$ cat config.mk
export PLATFORM = sky130hd
export DESIGN_NAME = boot_mem_arbiter
export DESIGN_NICKNAME = d
export VERILOG_FILES = /design/src/rtl/boot_mem_arbiter.sv
export SDC_FILE = /design/constraint.sdc
export NUM_CORES = 1
export LEC_CHECK = 0
export BUFFER_PORTS_ARGS = -buffer_cell sky130_fd_sc_hd__buf_2
export CELL_PAD_IN_SITES_DETAIL_PLACEMENT = 1
export CELL_PAD_IN_SITES_GLOBAL_PLACEMENT = 2
export CORE_ASPECT_RATIO = 0.7
export CORE_MARGIN = 1.5
export CORE_UTILIZATION = 24
export DETAILED_ROUTE_END_ITERATION = 12
export PLACE_DENSITY = 0.83
export REMOVE_ABC_BUFFERS = 1
export SYNTH_ARGS = -nofsm -noshare
export SYNTH_HDL_FRONTEND = slang
export SYNTH_SLANG_ARGS = --single-unit
$ cat constraint.sdc
create_clock -name clk -period 3.15 [get_ports clk]
set_input_delay 0.1575 -clock clk [delete_from_list [all_inputs] [get_ports clk]]
set_output_delay 0.1575 -clock clk [all_outputs]
set_load 0.01 [all_outputs]
$ cat src/rtl/boot_mem_arbiter.sv
// Round-robin arbiter sharing the combinational boot ROM between the fetch and data buses.
// Optional read lock of the data port is enabled by defining BOOT_MEM_LOCK_EN.
module boot_mem_arbiter #(
   parameter int ADDR_WIDTH = 14,
   parameter int MEM_WORDS  = 380
) (
   input  logic        clk,
   input  logic        rst,
   input  logic        instr_req,
   input  logic [31:0] instr_addr,
   output logic        instr_gnt,
   output logic        instr_rvalid,
   output logic [31:0] instr_rdata,
   output logic        instr_err,
   input  logic        data_req,
   input  logic        data_we,
   input  logic [31:0] data_addr,
   output logic        data_gnt,
   output logic        data_rvalid,
   output logic [31:0] data_rdata,
   output logic        data_err,
   output logic [31:0] mem_addr,
   input  logic [31:0] mem_rdata,
   input  logic        lock
);

   typedef enum logic {
      OWNER_INSTR,
      OWNER_DATA
   } owner_e;

   owner_e      last_owner;
   logic [31:0] mem_addr_q;
   logic        instr_resp_valid, instr_resp_err;
   logic        data_resp_valid, data_resp_err;
   logic [31:0] instr_resp_data, data_resp_data;
   logic        instr_bad, data_bad, data_lock_err;

   // Misaligned, beyond the populated words, or outside the boot window.
   function automatic logic addr_bad(input logic [31:0] addr);
      logic [ADDR_WIDTH-3:0] idx;
      idx = addr[ADDR_WIDTH-1:2];
      return (addr[1:0] != 2'b00) || (addr[31:ADDR_WIDTH] != '0) ||
             (32'(idx) >= 32'(MEM_WORDS));
   endfunction

   assign instr_bad = addr_bad(instr_addr);
   assign data_bad  = addr_bad(data_addr) || data_we || data_lock_err;

`ifdef BOOT_MEM_LOCK_EN
   logic locked;

   // Sticky: only reset reopens the data port. The registered value means a
   // read in the same cycle as the lock pulse still completes normally.
   always_ff @(posedge clk) begin
      if (rst)
         locked <= 1'b0;
      else if (lock)
         locked <= 1'b1;
   end

   assign data_lock_err = locked;
`else
   logic unused_lock;
   assign unused_lock   = lock;
   assign data_lock_err = 1'b0;
`endif

   // NOTE: every output of this block gets a default first so no latch is inferred.
   always_comb begin
      instr_gnt = 1'b0;
      data_gnt  = 1'b0;
      if (!rst) begin
         if (instr_req && (!data_req || last_owner == OWNER_DATA))
            instr_gnt = 1'b1;
         else if (data_req)
            data_gnt = 1'b1;
      end
   end

   // Hold the last address when idle to avoid toggling the ROM inputs.
   assign mem_addr = instr_gnt ? instr_addr :
                     data_gnt  ? data_addr  : mem_addr_q;

   // NOTE: state registers use non-blocking assignments so every flop samples pre-edge values.
   always_ff @(posedge clk) begin
      if (rst) begin
         last_owner       <= OWNER_DATA;
         mem_addr_q       <= 32'h0;
         instr_resp_valid <= 1'b0;
         instr_resp_err   <= 1'b0;
         instr_resp_data  <= 32'h0;
         data_resp_valid  <= 1'b0;
         data_resp_err    <= 1'b0;
         data_resp_data   <= 32'h0;
      end else begin
         mem_addr_q       <= mem_addr;
         if (instr_gnt)
            last_owner <= OWNER_INSTR;
         else if (data_gnt)
            last_owner <= OWNER_DATA;

         instr_resp_valid <= instr_gnt;
         instr_resp_err   <= instr_gnt && instr_bad;
         if (instr_gnt)
            instr_resp_data <= instr_bad ? 32'h0 : mem_rdata;

         data_resp_valid  <= data_gnt;
         data_resp_err    <= data_gnt && data_bad;
         if (data_gnt)
            data_resp_data <= data_bad ? 32'h0 : mem_rdata;
      end
   end

   // A response still pending while reset is high is never presented.
   assign instr_rvalid = instr_resp_valid && !rst;
   assign instr_err    = instr_resp_err && !rst;
   assign instr_rdata  = instr_resp_data;
   assign data_rvalid  = data_resp_valid && !rst;
   assign data_err     = data_resp_err && !rst;
   assign data_rdata   = data_resp_data;

endmodule

==> flow_summary.json <==
{
  "avgSynthCellArea_um2": 9.56,
  "fin_ws_ns": 1.13,
  "synth_edf_count": 0,
  "netlist_instances": 511,
  "rows": 43,
  "start_util_pct": 24.6,
  "coreArea_um2": 19900,
  "grt_max_degree": 101,
  "route.vias.total": 4536,
  "post-route-min-period_ns": 2.02,
  "cts_tree": "built",
  "netSwitchingFraction_pct": 27.2,
  "worstSkewPairLatency_ns": 0.35,
  "cts.path.max_buffers": 2,
  "firstDrtPassIters": 4,
  "worst_pin_slew_ns": 1.01,
  "via_per_inst": 4.73,
  "synth_xor_area_share_pct": 0,
  "numPortBuffers": 202,
  "rsz0062_at_grt": "no",
  "synth_area_um2": 4880,
  "synth_compound_area_share_pct": 24.6,
  "post-place-ws_ns": 0.900,
  "ant_nets": 0,
  "grt_first_pass_wirelength_mm": 25.7,
  "hold_viol": 0,
  "p_switching_uw": 799,
  "yosys_most_used_dff": "dfxtp_1",
  "cts_resized": 0,
  "clkPwrFrac_pct": 39.6,
  "outcome": "complete, no violations",
  "grt_pass1_vias": 4535,
  "cts.clk_slew.worst_paths_ns": 0.07,
  "clock_skew_ns": 0.00706,
  "htree_levels": 3,
  "synth_top_family_by_area": "compound AO/OA/AOI/OAI gates",
  "setup_viol": 0,
  "critical_path.cell_chain": "nand2_1 > nand3b_4 > buf_12 > mux2i_1 > a21oi_1 > buf_2",
  "critPathSlowestCell": "buf_12",
  "cp.arrival_ns": 1.86,
  "critPathLaunchType": "register",
  "die_w_um": 173,
  "placed_cell_area_um2": 6100,
  "setup_tns_ns": 0,
  "fin_util_pct": 32.3,
  "worstPathRequired_ns": 2.99,
  "seqPwrFrac_pct": 45.1,
  "wire_per_inst_um": 17.1,
  "slowest_delay_ns": 0.35,
  "synthDistinctLibCells": 29,
  "p_leak_uw": 0.00283,
  "ctsHoldBuffers": 0,
  "synthArstFlopShare_pct": 0,
  "hpwl_mm": 11.2,
  "combinationalPowerShare_pct": 15.3,
  "post_cts_buffers": 0,
  "nNetsFinal": 786,
  "ys.warnings.count": 0,
  "worstSetupPathType": "register to output pin",
  "drv_cap": 0,
  "grtUsageTotal_pct": 15.5,
  "die_area_um2": 21200,
  "ys_ff_latch": 101,
  "fmax_ghz": 0.496,
  "die_y_um": 122,
  "yosysSeqAreaShare_pct": 41.4,
  "drive_above_1_share_pct": 42.5,
  "max-slew-margin-rel_pct": 32.8,
  "drcViolationCount": 0,
  "synthMuxAreaShare_pct": 6.56,
  "numCtsBuffers": 9,
  "first_iter_violations": 224,
  "path_max_fanout": 65,
  "power_density_nw_per_um2": 457,
  "fin_crit_sh_pct": 64.1,
  "globalplace.congestion": 0.810,
  "yosys.area_share.simple_pct": 21.4,
  "cts.root.buffer_cell": "clkbuf_16",
  "maxSlewViolCount": 0,
  "cts.sinks": 101,
  "hp-class": "input port to register",
  "antenna_found_initial": 3,
  "ir_worst_vdd_mv": 0.198,
  "synthToLayoutAreaGrowth_pct": 31.2,
  "io_pins": 204,
  "internal_power_uw": 2130,
  "synthAdderAreaFrac_pct": 0,
  "cp-end-kind": "output pin",
  "post-route-cell-area_um2": 6410,
  "drt_wl_total_mm": 16.4,
  "overflow": 0
}
==> worst paths after layout <==
kind	start	endpoint	slack (ns)	depth (start not counted)
worst min register to register	instr_rdata[1]$_SDFFE_PP0P_	instr_rdata[1]$_SDFFE_PP0P_	0.49	2
worst max-delay path	last_owner$_SDFFE_PP1P_	mem_addr[22]	1.13	6
worst max register to register	last_owner$_SDFFE_PP1P_	data_rdata[14]$_SDFFE_PP0P_	1.49	6
worst min-delay path	rst	last_owner$_SDFFE_PP1P_	0.05	2
==> registers in the layout, indices dropped and copies added, names as in the netlist <==
register and flops:
data_rdata 32, data_resp_err 1, data_resp_valid 1, instr_rdata 32, instr_resp_err 1, instr_resp_valid 1
last_owner 1, mem_addr_q 32
==> worst max-delay path, delay by kind of cell (launching register included) <==
family	cells	cell delay (ns)
buf+inv	2	0.52
flops	1	0.34
mux	1	0.31
simple gates	2	0.21
compound gates	1	0.10
==> metrics by stage <==
step                std cells  hold WS, ns  total power (uW)
detailed placement        943        0.406              1800
CTS                       959       0.0361              2990
global route              960       0.0454              3070
global placement          943        0.395              1800
floorplan                 461        0.230              1580
finish                    960       0.0510              2930
==> placed cells by master, fill, tap and decap left out, drive strengths merged, types with 2 or more instances in the layout <==
cell type,Yosys,layout
nor2b,4,4
a21oi,32,32
nor2,32,32
a211oi,32,32
o21ai,3,3
dfxtp,101,101
clkinv,1,3
nor4,11,11
nand3,6,6
nand2,67,67
buf,30,212
nand2b,2,2
and4,2,2
nand3b,66,66
mux2i,32,32
o21a,2,2
clkbuf,20,10
inv,3,5
o31ai,64,64
==> logic make-up after synthesis <==
logic type      count (synthesis)
flops                         101
compound gates                133
simple gates                  191
mux                            32
buf+inv                        54
==> cell usage after synthesis (6+ instances only) <==
library cell,n,share of area (%)
nor2_1,32,2.5
nor4_1,10,1.3
dfxtp_1,101,41
clkbuf_1,20,1.5
o31ai_2,58,15
o31ai_1,6,0.92
a211oi_1,32,4.9
nand2_1,67,5.1
nand3b_1,65,10
a21oi_1,32,3.3
mux2i_1,32,6.6
buf_1,6,0.46
buf_2,13,1.3
buf_6,9,2.1
==> area by class of cell <==
type	count	area, um^2
antenna	1	2.50
clock buffer	10	239
clock inverter	6	68.8
fill	2376	13400
inverter	4	15.0
multi-input combinational	356	2600
sequential	101	2020
tap	270	338
timing repair buffer	212	1120
==> power groups by stage <==
stage,Clock [uW],Combinational (uW),Sequential (uW)
global route,1250,491,1330
global placement,0,447,1350
CTS,1210,452,1320
finish,1160,447,1320
detailed placement,0,449,1350
floorplan,0,231,1350
==> per-layer routing <==
metal | GRT usage (%) | share of wire (%)
met4 | 4.18 | 1.2
met3 | 5.45 | 8.5
met2 | 22.7 | 42
met1 | 21.4 | 49
met5 | 0 | 0.061
Power figures use the tool's default switching activity.
